$ cat config.mk
export PLATFORM = sky130hd
export DESIGN_NAME = fp_mul_norm_round
export DESIGN_NICKNAME = d
export VERILOG_FILES = /design/src/rtl/fp_mul_norm_round.sv
export SDC_FILE = /design/constraint.sdc
export NUM_CORES = 1
export LEC_CHECK = 0
export CORE_MARGIN = 4
export CORE_UTILIZATION = 35
export CTS_CLUSTER_DIAMETER = 60
export DETAILED_ROUTE_END_ITERATION = 8
export PLACE_DENSITY = 0.65
export REMOVE_ABC_BUFFERS = 1
export SYNTH_ARGS = -nofsm -noshare
export SYNTH_HDL_FRONTEND = slang
export SYNTH_SLANG_ARGS = --single-unit
$ cat constraint.sdc
create_clock -name clk -period 2.9 [get_ports clk]
set_input_delay 0.435 -clock clk [delete_from_list [all_inputs] [get_ports clk]]
set_output_delay 0.435 -clock clk [all_outputs]
set_load 0.01 [all_outputs]
$ cat src/rtl/fp_mul_norm_round.sv
// Final normalize/round/pack stage of the binary32 multiplier.
// Two registered stages (S1 normalize, S2 round+pack) with valid/ready flow control.
module fp_mul_norm_round #(
  parameter bit RNE = 1'b1
) (
  input  logic        clk,
  input  logic        rst_n,
  input  logic        in_valid,
  output logic        in_ready,
  input  logic [47:0] c,
  input  logic        sign_in,
  input  logic [8:0]  exp_in,
  output logic        out_valid,
  input  logic        out_ready,
  output logic [31:0] result,
  output logic        overflow,
  output logic        underflow,
  output logic        inexact
);

  // Handshake
  logic s1_valid_q, s1_valid_d;
  logic s2_valid_q, s2_valid_d;
  logic s1_advance;
  logic accept;
  logic s2_load;

  always_comb begin
    s1_advance = ~s2_valid_q | out_ready;
    in_ready   = ~s1_valid_q | s1_advance;
    accept     = in_valid & in_ready;
    s2_load    = s1_valid_q & s1_advance;
    s1_valid_d = accept | (s1_valid_q & ~s1_advance);
    s2_valid_d = s2_valid_q;
    if (s2_load) begin
      s2_valid_d = 1'b1;
    end else if (out_ready) begin
      s2_valid_d = 1'b0;
    end
  end

  // S1 normalize: a product in [2,4) shifts right by one and bumps the exponent.
  logic [22:0] norm_m;
  logic        norm_g;
  logic        norm_s;
  logic [9:0]  norm_e;

  always_comb begin
    if (c[47]) begin
      norm_m = c[46:24];
      norm_g = c[23];
      norm_s = |c[22:0];
      norm_e = {1'b0, exp_in} + 10'd1;
    end else begin
      norm_m = c[45:23];
      norm_g = c[22];
      norm_s = |c[21:0];
      norm_e = {1'b0, exp_in};
    end
  end

  logic [22:0] s1_m_q;
  logic        s1_g_q;
  logic        s1_s_q;
  logic [9:0]  s1_e_q;
  logic        s1_zero_q;
  logic        s1_sign_q;

  always_ff @(posedge clk or negedge rst_n) begin
    if (!rst_n) begin
      s1_valid_q <= 1'b0;
      s1_m_q     <= '0;
      s1_g_q     <= 1'b0;
      s1_s_q     <= 1'b0;
      s1_e_q     <= '0;
      s1_zero_q  <= 1'b0;
      s1_sign_q  <= 1'b0;
    end else begin
      s1_valid_q <= s1_valid_d;
      if (accept) begin
        s1_m_q    <= norm_m;
        s1_g_q    <= norm_g;
        s1_s_q    <= norm_s;
        s1_e_q    <= norm_e;
        s1_zero_q <= (c == 48'd0);
        s1_sign_q <= sign_in;
      end
    end
  end

  // S2 round: a carry out of the fraction renormalizes to 1.0 and bumps the exponent.
  logic        rnd_inc;
  logic [23:0] rnd_m2;
  logic        rnd_carry;
  logic [22:0] rnd_frac;
  logic [9:0]  rnd_e;

  always_comb begin
    rnd_inc   = RNE & s1_g_q & (s1_s_q | s1_m_q[0]);
    rnd_m2    = {1'b0, s1_m_q} + {23'd0, rnd_inc};
    rnd_carry = rnd_m2[23];
    rnd_frac  = rnd_carry ? 23'd0 : rnd_m2[22:0];
    rnd_e     = s1_e_q + {9'd0, rnd_carry};
  end

  // S2 pack, zero first, then overflow, then flush-to-zero, then normal.
  logic [31:0] pack_result;
  logic        pack_ovf;
  logic        pack_unf;
  logic        pack_inx;

  always_comb begin
    pack_result = {s1_sign_q, 31'd0};
    pack_ovf    = 1'b0;
    pack_unf    = 1'b0;
    pack_inx    = 1'b0;
    if (s1_zero_q) begin
      pack_result = {s1_sign_q, 31'd0};
    end else if (rnd_e >= 10'd255) begin
      pack_result = {s1_sign_q, 8'hFF, 23'd0};
      pack_ovf    = 1'b1;
      pack_inx    = 1'b1;
    end else if (rnd_e == 10'd0) begin
      pack_result = {s1_sign_q, 31'd0};
      pack_unf    = 1'b1;
      pack_inx    = 1'b1;
    end else begin
      pack_result = {s1_sign_q, rnd_e[7:0], rnd_frac};
      pack_inx    = s1_g_q | s1_s_q;
    end
  end

  logic [31:0] result_q;
  logic        overflow_q;
  logic        underflow_q;
  logic        inexact_q;

  always_ff @(posedge clk or negedge rst_n) begin
    if (!rst_n) begin
      s2_valid_q  <= 1'b0;
      result_q    <= '0;
      overflow_q  <= 1'b0;
      underflow_q <= 1'b0;
      inexact_q   <= 1'b0;
    end else begin
      s2_valid_q <= s2_valid_d;
      if (s2_load) begin
        result_q    <= pack_result;
        overflow_q  <= pack_ovf;
        underflow_q <= pack_unf;
        inexact_q   <= pack_inx;
      end
    end
  end

  assign out_valid = s2_valid_q;
  assign result    = result_q;
  assign overflow  = overflow_q;
  assign underflow = underflow_q;
  assign inexact   = inexact_q;

endmodule
==> reports/results.txt <==
largest net degree at the start of global routing -> 50
internal power component -> 2.37 mW
total non-filler cell area in the finished layout -> 6010 µm²
required time of the critical path -> 3070 ps
share of final-layout standard cells stronger than drive strength 1 -> 0.199
GRT Total Usage -> 0.166
P_leak -> 2.49 nW
antenna violations before repair -> 0
share of total power consumed by net switching -> 0.293
Chip Width -> 117 µm
result of the run -> finished with violations
setup repair after global routing missed its margin -> true
initial core utilization -> 0.360
Yosys cell types -> 50
Remaining Overflow, GRT -> 0
violated checks -> negative setup slack
maximum buffer depth of the clock tree -> 2
final setup TNS -> -4100 ps
final worst clock skew -> 5.81 ps
final routed wire length divided by cell count -> 15.5 µm
crit path cell chain -> o21a_1 -> ha_2 -> nand4_1 -> nor3_2 -> and4_1 -> ha_2 -> ha_4 -> nand3_4 -> or4b_4 -> o311a_4 -> o211ai_4 -> buf_6 -> o31ai_2
Antenna Violating Nets Remaining -> 0
max-capacitance violation count -> 0
number of fill cells in the layout -> 1003
# nets final -> 627
final period demand of the worst path -> 3090 ps
slew at the pin closest to its max-slew limit -> 1210 ps
CTS root buffer -> sky130_fd_sc_hd__clkbuf_16
library cell occupying the most area in the post-synthesis netlist -> sky130_fd_sc_hd__dfrtp_1
post-detail-place hpwl -> 8030 µm
area of the multi-input gates -> 2310 µm²
register bit count reported by yosys -> 74
initial DRC count -> 148
synthesis warning total -> 0
flip-flop cell with the highest count after synthesis -> sky130_fd_sc_hd__dfrtp_1
capturing element type of the critical path -> register
wire length of the first global-routing pass -> 17700 µm
iteration count of the initial detailed-routing pass -> 4
worst min-delay path class -> primary input to asynchronous set/reset pin
part of the power in combinational logic -> 0.284
TritonCTS clock tree -> yes
Setup-failing EPs final -> 25
Clock Sinks -> 74
max frequency -> 0.324 GHz
instance count of the mapped netlist -> 425
pwr/cell area -> 557 nW/µm²
Layout Area Growth over Synthesis -> 45.8%
number of placed I/O pins -> 99
ratio of final minimum period to clock period -> 1.07
Cell Area, Synth -> 4130 µm²
row count -> 39
kind of critical path -> register to register
total CTS buffers -> 9
Vias -> 3621
total wire length after detailed routing -> 11000 µm
antenna diode count -> 0
vertical die dimension -> 117 µm
count of final max-slew check failures -> 0
Async S/R FF share, synth -> 1.00
clock-pin slew on the worst setup and hold paths -> 50 ps
Worst slew margin -> 0.195
area share of the largest cell type after synthesis -> 0.449
final setup slack of the worst path -> -190 ps
port bufs -> 98
Final Hold Fails -> 0
top fanout value on the critical path -> 6
# H-tree levels -> 3
buffers and inverters on the worst path -> 1
worst path arrival time -> 3260 ps
vias per std cell -> 5.12
number of flops mapped to enable cells by yosys -> 0
floorplan core area -> 11500 µm²
Worst setup SP type -> register
Clk network pwr share -> 0.311
floorplan die area -> 13600 µm²
cell repeated most along the worst path -> sky130_fd_sc_hd__ha_2
Clock Latency Late Sink -> 340 ps
Sequential cell area -> 1850 µm²
pre-CTS setup slack -> -130 ps
slowest stage delay, CP -> 540 ps
main area contributors after synthesis -> sky130_fd_sc_hd__dfrtp_1, sky130_fd_sc_hd__nand2_1, sky130_fd_sc_hd__mux2i_1, sky130_fd_sc_hd__o31ai_2, sky130_fd_sc_hd__o21ai_0
share of power burned in registers -> 0.405
via count of the first global-routing pass -> 3676
cell with the biggest individual delay on the critical path -> sky130_fd_sc_hd__or4b_4
IR drop worst, VDD -> 285 µV
kind of cell with the highest combined delay on the critical path -> simple AND/OR/NAND/NOR gates
switching power -> 0.983 mW
post-detailed-route DRC marker count -> 0
Post-Place Cell Area -> 5420 µm²
final weighted congestion in routability-driven placement -> 0.889
synthesized area per cell -> 9.71 µm²
post-layout power -> 3.35 mW
hold_buf cts -> 0
final cell utilization of the core -> 0.524
part of the Yosys area used for sequential elements -> 0.449
-- cell usage after synthesis, types with 3 or more instances --
cell	count
sky130_fd_sc_hd__mux2i_1	25
sky130_fd_sc_hd__nand3_1	13
sky130_fd_sc_hd__dfrtp_1	74
sky130_fd_sc_hd__xnor2_1	17
sky130_fd_sc_hd__o21ai_2	4
sky130_fd_sc_hd__nor4_1	12
sky130_fd_sc_hd__ha_1	6
sky130_fd_sc_hd__buf_4	3
sky130_fd_sc_hd__inv_1	6
sky130_fd_sc_hd__xor2_1	18
sky130_fd_sc_hd__nand4_1	17
sky130_fd_sc_hd__clkbuf_1	11
sky130_fd_sc_hd__a22o_1	3
sky130_fd_sc_hd__o31ai_2	16
sky130_fd_sc_hd__nand2b_1	4
sky130_fd_sc_hd__nor2_1	24
sky130_fd_sc_hd__a21oi_1	3
sky130_fd_sc_hd__o21ai_0	35
sky130_fd_sc_hd__buf_2	3
sky130_fd_sc_hd__nor4_2	3
sky130_fd_sc_hd__and4_1	3
sky130_fd_sc_hd__nand2_1	81
sky130_fd_sc_hd__o31ai_1	7
-- cells by family after synthesis --
| logic type | after synthesis | share of synthesized area |
|---|---|---|
| compound gates | 85 | 0.159 |
| xor+xnor | 35 | 0.0743 |
| fa+ha+maj | 6 | 0.0182 |
| buf+inv | 28 | 0.0330 |
| flops | 74 | 0.449 |
| mux | 27 | 0.0661 |
| simple gates | 170 | 0.200 |
-- cells in the final DEF, fill, tap and decap left out, types with 4 or more instances in the layout --
cell / n
sky130_fd_sc_hd__clkdlybuf4s50_1: 97
sky130_fd_sc_hd__nand2_1: 80
sky130_fd_sc_hd__dfrtp_1: 74
sky130_fd_sc_hd__buf_4: 42
sky130_fd_sc_hd__o21ai_0: 33
sky130_fd_sc_hd__mux2i_1: 25
sky130_fd_sc_hd__nor2_1: 23
sky130_fd_sc_hd__xor2_1: 18
sky130_fd_sc_hd__nand4_1: 17
sky130_fd_sc_hd__xnor2_1: 17
sky130_fd_sc_hd__o31ai_2: 15
sky130_fd_sc_hd__nand3_1: 12
sky130_fd_sc_hd__nor4_1: 12
sky130_fd_sc_hd__clkbuf_16: 9
sky130_fd_sc_hd__inv_1: 6
sky130_fd_sc_hd__o21ai_2: 5
sky130_fd_sc_hd__nand2b_1: 4
sky130_fd_sc_hd__o31ai_1: 4
sky130_fd_sc_hd__o31ai_4: 4
-- cell type report --
type / instances / share of cell area
flip-flops and latches: 74 / 0.308
repair buffers: 145 / 0.227
multi-input cells: 323 / 0.384
well taps: 143 / 0.0297
inverters: 6 / 0.00374
clock buffers: 14 / 0.0456
clock inverters: 2 / 0.00166
-- state kept, by name, summed over array words and instances, names as in the netlist --
signal,cells
underflow,1
s1_m_q,23
s1_e_q,10
result,32
inexact,1
s1_sign_q,1
s1_g_q,1
s1_s_q,1
s1_valid_q,1
out_valid,1
s1_zero_q,1
overflow,1
-- power groups by stage --
| stage | sequential [mW] | combinational (mW) | clock [mW] |
|---|---|---|---|
| 5_1_grt | 1.39 | 1.03 | 1.11 |
| 3_3_place_gp | 1.36 | 0.868 | 0 |
| 2_1_floorplan | 1.40 | 0.338 | 0 |
| 6_report | 1.36 | 0.952 | 1.04 |
| 4_1_cts | 1.35 | 0.929 | 1.07 |
| 3_5_place_dp | 1.37 | 0.883 | 0 |
-- per-layer routing --
metal	track usage	up-vias	wire, µm
li1	-	1802	-
met1	0.221	1697	4880
met2	0.262	103	5180
met3	0.0311	19	630
met4	0.0803	0	278
met5	0	-	0
-- per-stage QoR --
step                cells  hold WS, ps
floorplan             403          139
global placement      674          453
detailed placement    674          456
CTS                   704          223
global route          707          256
finish                707          200
-- worst paths after layout --
path                                   startpoint                      to  slack, ps  depth (start not counted)
max                         s1_m_q[0]$_DFFE_PN0P_  result[19]$_DFFE_PN0P_       -190                         13
min reg2reg                result[27]$_DFFE_PN0P_  result[27]$_DFFE_PN0P_        460                          2
max in group asynchronous                   rst_n   s1_e_q[9]$_DFFE_PN0P_       2010                          2
min in group clk           result[27]$_DFFE_PN0P_  result[27]$_DFFE_PN0P_        460                          2
max reg2reg                 s1_m_q[0]$_DFFE_PN0P_  result[19]$_DFFE_PN0P_       -190                         13
min                                         rst_n  result[20]$_DFFE_PN0P_        200                          1
-- worst reg2reg max path, cell delays in order, from the launching register on --
cell and delay, ps:
sky130_fd_sc_hd__dfrtp_1 360, sky130_fd_sc_hd__o21a_1 140, sky130_fd_sc_hd__ha_2 170, sky130_fd_sc_hd__nand4_1 130, sky130_fd_sc_hd__nor3_2 210, sky130_fd_sc_hd__and4_1 230, sky130_fd_sc_hd__ha_2 200, sky130_fd_sc_hd__ha_4 160
sky130_fd_sc_hd__nand3_4 80, sky130_fd_sc_hd__or4b_4 540, sky130_fd_sc_hd__o311a_4 150, sky130_fd_sc_hd__o211ai_4 270, sky130_fd_sc_hd__buf_6 200, sky130_fd_sc_hd__o31ai_2 80
-- timing repair --
action                                  in CTS  in global routing
gates cloned                                 2                  0
gates resized for setup                      7                 33
setup buffers                               12                  7
pin swaps                                    6                 15
endpoints found under the setup margin      23                 28
No activity file was read; power rests on OpenSTA's default activity.
